File: config.mk
export PLATFORM = sky130hd
export DESIGN_NAME = pipe_hazard_ctrl
export DESIGN_NICKNAME = d
export VERILOG_FILES = /design/src/rtl/y86_pkg.sv /design/src/rtl/pipe_perf_cnt.sv /design/src/rtl/pipe_hazard_ctrl.sv
export SDC_FILE = /design/constraint.sdc
export NUM_CORES = 1
export LEC_CHECK = 0
export CAP_MARGIN = 20
export CORE_AREA = 2 2 65 113
export CTS_BUF_LIST = sky130_fd_sc_hd__clkbuf_16
export DETAILED_ROUTE_END_ITERATION = 12
export DIE_AREA = 0 0 67 115
export PLACE_DENSITY = 0.88
export SYNTH_ARGS = -nofsm -noshare
export SYNTH_HDL_FRONTEND = slang
export SYNTH_HIERARCHICAL = 1
export SYNTH_SLANG_ARGS = --single-unit
export TNS_END_PERCENT = 30
File: constraint.sdc
create_clock -name clk -period 1.78 [get_ports clk]
set_clock_uncertainty 0.1 [all_clocks]
set_input_delay 0.356 -clock clk [delete_from_list [all_inputs] [get_ports clk]]
set_output_delay 0.356 -clock clk [all_outputs]
set_load 0.01 [all_outputs]
File: src/rtl/y86_pkg.sv
// Shared Y86-64 constants: instruction codes, status codes, RNONE and the
// hazard-controller state encoding.
package y86_pkg;

  localparam logic [3:0] I_HALT   = 4'h0;
  localparam logic [3:0] I_NOP    = 4'h1;
  localparam logic [3:0] I_RRMOVQ = 4'h2;
  localparam logic [3:0] I_IRMOVQ = 4'h3;
  localparam logic [3:0] I_RMMOVQ = 4'h4;
  localparam logic [3:0] I_MRMOVQ = 4'h5;
  localparam logic [3:0] I_OPQ    = 4'h6;
  localparam logic [3:0] I_JXX    = 4'h7;
  localparam logic [3:0] I_CALL   = 4'h8;
  localparam logic [3:0] I_RET    = 4'h9;
  localparam logic [3:0] I_PUSHQ  = 4'hA;
  localparam logic [3:0] I_POPQ   = 4'hB;

  localparam logic [2:0] S_BUB = 3'd0;
  localparam logic [2:0] S_AOK = 3'd1;
  localparam logic [2:0] S_HLT = 3'd2;
  localparam logic [2:0] S_ADR = 3'd3;
  localparam logic [2:0] S_INS = 3'd4;

  localparam logic [3:0] RNONE = 4'hF;

  typedef enum logic [1:0] {
    ST_RUN     = 2'd0,
    ST_MEMWAIT = 2'd1,
    ST_HALT    = 2'd2
  } hz_state_e;

endpackage

File: src/rtl/pipe_perf_cnt.sv
// Single saturating event counter; holds at all-ones once full.
module pipe_perf_cnt #(
  parameter int CNT_W = 32
) (
  input  logic             clk,
  input  logic             rst_n,
  input  logic             inc_i,
  output logic [CNT_W-1:0] cnt_o
);

  logic [CNT_W-1:0] cnt_q;
  logic [CNT_W-1:0] cnt_d;

  always_comb begin
    cnt_d = cnt_q;
    if (inc_i && (cnt_q != '1)) begin
      cnt_d = cnt_q + CNT_W'(1);
    end
  end

  always_ff @(posedge clk or negedge rst_n) begin
    if (!rst_n) begin
      cnt_q <= '0;
    end else begin
      cnt_q <= cnt_d;
    end
  end

  assign cnt_o = cnt_q;

endmodule

File: src/rtl/pipe_hazard_ctrl.sv
// Y86-64 five-stage pipeline hazard controller with sticky halt FSM.
// Define PIPE_HAZARD_CTRL_PERF_EN to build the saturating performance counters.
module pipe_hazard_ctrl
  import y86_pkg::*;
#(
  parameter int ICODE_W     = 4,
  parameter int REG_W       = 4,
  parameter int STAT_W      = 3,
  parameter int MEM_TIMEOUT = 16,
  parameter int CNT_W       = 32
) (
  input  logic               clk,
  input  logic               rst_n,
  input  logic [ICODE_W-1:0] D_icode,
  input  logic [ICODE_W-1:0] E_icode,
  input  logic [ICODE_W-1:0] M_icode,
  input  logic [REG_W-1:0]   d_srcA,
  input  logic [REG_W-1:0]   d_srcB,
  input  logic [REG_W-1:0]   E_dstM,
  input  logic               e_Cnd,
  input  logic [STAT_W-1:0]  m_stat,
  input  logic [STAT_W-1:0]  W_stat,
  input  logic               dmem_ready,
  output logic               F_stall,
  output logic               D_stall,
  output logic               D_bubble,
  output logic               E_bubble,
  output logic               M_stall,
  output logic               M_bubble,
  output logic               W_stall,
  output logic               W_bubble,
  output logic               halted,
  output logic               mem_timeout,
  output logic [CNT_W-1:0]   perf_stall_cnt,
  output logic [CNT_W-1:0]   perf_loaduse_cnt,
  output logic [CNT_W-1:0]   perf_mispred_cnt,
  output logic [CNT_W-1:0]   perf_ret_cnt,
  output logic [CNT_W-1:0]   perf_memwait_cnt
);

  localparam int WCNT_W = (MEM_TIMEOUT > 1) ? $clog2(MEM_TIMEOUT) : 1;
  localparam logic [WCNT_W-1:0] WAIT_LAST = WCNT_W'((MEM_TIMEOUT > 0) ? MEM_TIMEOUT - 1 : 0);

  function automatic logic icode_is(input logic [ICODE_W-1:0] ic, input logic [3:0] k);
    return ic == ICODE_W'(k);
  endfunction

  function automatic logic is_exc(input logic [STAT_W-1:0] s);
    return (s == STAT_W'(S_ADR)) || (s == STAT_W'(S_INS)) || (s == STAT_W'(S_HLT));
  endfunction

  hz_state_e         state_q, state_d;
  logic [WCNT_W-1:0] wait_q, wait_d;
  logic              tmo_q, tmo_d;

  logic load_use, ret_pend, mispred, exc_m, exc_w, mem_req, mem_wait;

  assign load_use = (icode_is(E_icode, I_MRMOVQ) || icode_is(E_icode, I_POPQ)) &&
                    (E_dstM != '1) && ((E_dstM == d_srcA) || (E_dstM == d_srcB));
  assign ret_pend = icode_is(D_icode, I_RET) || icode_is(E_icode, I_RET) ||
                    icode_is(M_icode, I_RET);
  assign mispred  = icode_is(E_icode, I_JXX) && !e_Cnd;
  assign exc_m    = is_exc(m_stat);
  assign exc_w    = is_exc(W_stat);
  assign mem_req  = icode_is(M_icode, I_RMMOVQ) || icode_is(M_icode, I_MRMOVQ) ||
                    icode_is(M_icode, I_PUSHQ)  || icode_is(M_icode, I_POPQ)   ||
                    icode_is(M_icode, I_CALL)   || icode_is(M_icode, I_RET);
  assign mem_wait = mem_req && !dmem_ready && (m_stat == STAT_W'(S_AOK)) &&
                    (state_q != ST_HALT);

  // The wait counter only advances on genuinely waiting cycles, so the
  // timeout compare fires on the last permitted MEMWAIT cycle.
  always_comb begin
    state_d = state_q;
    wait_d  = wait_q;
    tmo_d   = 1'b0;
    case (state_q)
      ST_RUN: begin
        if (mem_wait) begin
          state_d = ST_MEMWAIT;
          wait_d  = '0;
        end
      end
      ST_MEMWAIT: begin
        if (dmem_ready) begin
          state_d = ST_RUN;
        end else if (mem_wait) begin
          if ((MEM_TIMEOUT != 0) && (wait_q == WAIT_LAST)) begin
            state_d = ST_HALT;
            tmo_d   = 1'b1;
          end else begin
            wait_d = wait_q + WCNT_W'(1);
          end
        end
      end
      default: ;
    endcase
    if (exc_w && (state_q != ST_HALT)) begin
      state_d = ST_HALT;
    end
  end

  always_ff @(posedge clk or negedge rst_n) begin
    if (!rst_n) begin
      state_q <= ST_RUN;
      wait_q  <= '0;
      tmo_q   <= 1'b0;
    end else begin
      state_q <= state_d;
      wait_q  <= wait_d;
      tmo_q   <= tmo_d;
    end
  end

  assign halted      = (state_q == ST_HALT);
  assign mem_timeout = tmo_q;

  // A W-stage exception releases the M-stage stall so the bubble can take effect.
  always_comb begin
    F_stall  = 1'b0;
    D_stall  = 1'b0;
    D_bubble = 1'b0;
    E_bubble = 1'b0;
    M_stall  = 1'b0;
    M_bubble = 1'b0;
    W_stall  = 1'b0;
    W_bubble = 1'b0;
    if (!rst_n) begin
      F_stall = 1'b0;
    end else if (state_q == ST_HALT) begin
      F_stall  = 1'b1;
      D_stall  = 1'b1;
      E_bubble = 1'b1;
      M_bubble = 1'b1;
      W_stall  = 1'b1;
    end else begin
      F_stall  = load_use | ret_pend | mem_wait;
      D_stall  = load_use | mem_wait;
      D_bubble = !mem_wait & (mispred | (!load_use & ret_pend)) & !D_stall;
      E_bubble = !mem_wait & (mispred | load_use);
      M_stall  = mem_wait & !exc_w;
      M_bubble = (exc_m | exc_w) & !M_stall;
      W_stall  = exc_w;
      W_bubble = mem_wait & !exc_w;
    end
  end

`ifdef PIPE_HAZARD_CTRL_PERF_EN
  logic cnt_en;
  assign cnt_en = (state_q != ST_HALT);

  pipe_perf_cnt #(.CNT_W(CNT_W)) u_stall_cnt (
    .clk(clk), .rst_n(rst_n), .inc_i(cnt_en & F_stall), .cnt_o(perf_stall_cnt)
  );
  pipe_perf_cnt #(.CNT_W(CNT_W)) u_loaduse_cnt (
    .clk(clk), .rst_n(rst_n), .inc_i(cnt_en & load_use), .cnt_o(perf_loaduse_cnt)
  );
  pipe_perf_cnt #(.CNT_W(CNT_W)) u_mispred_cnt (
    .clk(clk), .rst_n(rst_n), .inc_i(cnt_en & mispred), .cnt_o(perf_mispred_cnt)
  );
  pipe_perf_cnt #(.CNT_W(CNT_W)) u_ret_cnt (
    .clk(clk), .rst_n(rst_n), .inc_i(cnt_en & ret_pend & D_bubble), .cnt_o(perf_ret_cnt)
  );
  pipe_perf_cnt #(.CNT_W(CNT_W)) u_memwait_cnt (
    .clk(clk), .rst_n(rst_n), .inc_i(cnt_en & mem_wait), .cnt_o(perf_memwait_cnt)
  );
`else
  assign perf_stall_cnt   = '0;
  assign perf_loaduse_cnt = '0;
  assign perf_mispred_cnt = '0;
  assign perf_ret_cnt     = '0;
  assign perf_memwait_cnt = '0;
`endif

endmodule

==> results.yml <==
layout:
  layout_commonest_cell: "conb_1"
  antenna_cells: 0
  fin_area_um2: 2090
  layout-drive-gt1-share_pct: 24.8
  fin_nets: 347
  final_cell_mix: "160 x conb_1, 24 x buf_4, 22 x buf_2"
  syn_to_final_growth_pct: 9.01
clock_network:
  cts.sink_count: 7
  clkTransAtPathRegs_ns: 0.04
  cts_tree: "yes"
  max-clock-path-buffers: 2
  cts_buffers: 3
  cts_root_buf: "clkbuf_16"
  ctsHtreeMaxLevel: 1
  worstSkewPairLatency_ns: 0.24
  hold_buffers: 0
sta:
  final_max_slew_viol_count: 0
  whs_ns: 0.153
  setup_slack_ns: -0.243
  min_period_ns: 2.02
  finalSetupViolCount: 7
  fin_crit_sh_pct: 114
  rsz0062_at_grt: "true"
  fmax_mhz: 494
  hold_viol: 0
pwr:
  leakage_nw: 1.24
  powerDensity_nw_per_um2: 427
  vdd_drop_max_mv: 0.234
  p_clk_share_pct: 43.2
  pwr-share-seq_pct: 18.2
  p_sw_mw: 0.333
  sw_frac_of_total_pct: 37.4
  p_total_mw: 0.891
  intPower_mw: 0.558
  p_comb_share_pct: 38.6
floorplan:
  num_io_pins: 204
  initial_core_util_pct: 28.1
  rows: 40
  dieWidth_um: 67
  fp.dieArea_um2: 7710
  coreArea_um2: 6810
  die_h_um: 115
critical_path:
  rrSetupSlack_ns: 0.06
  startpoint_type: "primary input"
  slowest_stage: "a221o_1"
  cp-end-kind: "output port"
  rr_endpoint: "wait_q[3]$_DFFE_PN0P_"
  critical_path_buf_inv_count: 2
  required_ns: 1.32
  cp_cell_sequence: "clkdlybuf4s15_1, xnor2_1, nand4_1, a221o_1, a31oi_1, buf_2"
  r2r_cells: 6
  reg2reg_from: "wait_q[0]$_DFFE_PN0P_"
  crit_fanout: 4
  path_delay_family: "compound AO/OA/AOI/OAI gates"
  critPathKind: "in -> out"
  cp.arrival_ns: 1.57
  cpPeakStageDelay_ns: 0.45
synth:
  synth.ff_latch_count: 7
  synth-main-ff-cell: "dfrtp_1"
  ys_seq_area_share_pct: 9.14
  ys_types: 39
  synth.avg_cell_area_um2: 7.92
  syn_area_um2: 1920
  yosysWarnings: 6
  synth_cells: 242
  synthArstFlopShare_pct: 100
  synth-edff-count: 0
grt:
  grt_max_degree: 7
  antenna_found_initial: 0
  track_usage_pct: 9.87
  grt_pass1_vias: 1161
  grt-ovfl-total: 0
  grt_pass1_wl_mm: 5.49
routing:
  firstDrtPassIters: 6
  ant_nets: 0
  drt-initial-drc-count: 44
  wl_mm: 4.22
  drc_errors: 0
  vias: 1404
  vias_per_cell: 3.55
  wl_per_cell_um: 10.7
place:
  io_buffers: 43
  dpl-instance-area_um2: 2030
  dp_hpwl_mm: 3.70
  place_ws_ns: -1.08
  routabilityCongestion: 0.796
status:
  violations: "setup timing"
  status: "finished, violations left"
flow_run:
  cap_violations: 0
hold_path:
  holdCritPathClass: "in -> async"
[worst max path at each step]
stage	from	to	slack (ns)	cells after the start
2_1_floorplan	E_icode[1]	F_stall	-0.02	3
3_3_place_gp	E_dstM[0]	D_stall	-1.00	6
3_5_place_dp	E_dstM[0]	D_stall	-1.08	6
4_1_cts	E_icode[3]	F_stall	-0.23	5
5_1_grt	E_icode[3]	D_bubble	-0.26	5
6_report	d_srcA[1]	F_stall	-0.24	6
[flip-flops by register name, summed over array words and instances (netlist names)]
signal       count
state_q          2
mem_timeout      1
wait_q           4
[synth_stat cells, types with 2 or more instances]
cell type,number,area [µm²]
nor4_1,2,12.5
nand4_1,4,25.0
o21ai_0,2,10.0
o21ai_1,2,10.0
nor2_1,10,37.5
inv_1,5,18.8
xnor2_1,8,70.1
buf_4,161,1210
a21oi_1,4,20.0
nand2b_1,2,12.5
a31oi_1,4,25.0
nand2_1,2,7.51
dfrtp_1,7,175
nor4bb_1,2,20.0
nor2b_1,3,18.8
[timing repair]
item,in CTS,in global routing
endpoints found under the setup margin,16,10
hold endpoints to repair,0,0
resized for setup,134,12
buffers inserted,2,1
pin swaps,22,6
[stage by stage]
stage	utilization (%)	instances	TNS, ns
after floorplan	-	401	-0.0221
after global placement	29.8	390	-8.62
after detailed placement	29.8	390	-9.14
after CTS	30.6	394	-1.65
after global routing	30.7	395	-1.46
final	30.7	395	-1.21
[routing by layer]
metal  vias up  track usage, %  part of all wire (%)
met5         -               0                     0
met4         0            4.49                   2.5
met3         9            1.47                    15
met2       179            21.2                    58
met1       603            7.96                    25
li1        613               -                     -
[final cells by class]
| cell class | instances | area [µm²] |
|---|---|---|
| Multi-Input combinational cell | 228 | 1240 |
| Tap cell | 84 | 105 |
| Inverter | 5 | 18.8 |
| Clock inverter | 1 | 3.75 |
| Timing Repair Buffer | 67 | 474 |
| Sequential cell | 7 | 175 |
| Clock buffer | 3 | 75.1 |
| Fill cell | 757 | 4720 |
[power groups by stage]
| stage | Combinational, mW | Sequential, mW | Clock (mW) |
|---|---|---|---|
| after CTS | 0.337 | 0.162 | 0.389 |
| after floorplan | 0.460 | 0.164 | 0 |
| after global placement | 0.344 | 0.164 | 0 |
| after detailed placement | 0.348 | 0.164 | 0 |
| final | 0.344 | 0.162 | 0.385 |
| after global routing | 0.381 | 0.162 | 0.398 |
[cells by family after synthesis]
family                     after synthesis  synth area share (%)
adders and majority gates                1                 0.653
AOI/OAI and AO/OA                       22                  9.01
DFF                                      7                  9.14
and+or+nand+nor                         35                  12.1
muxes                                    2                  1.11
other                                    1                 0.196
buffers and inverters                  166                  64.1
xor gates and xnor gates                 8                  3.66
Power figures use the tool's default switching activity.
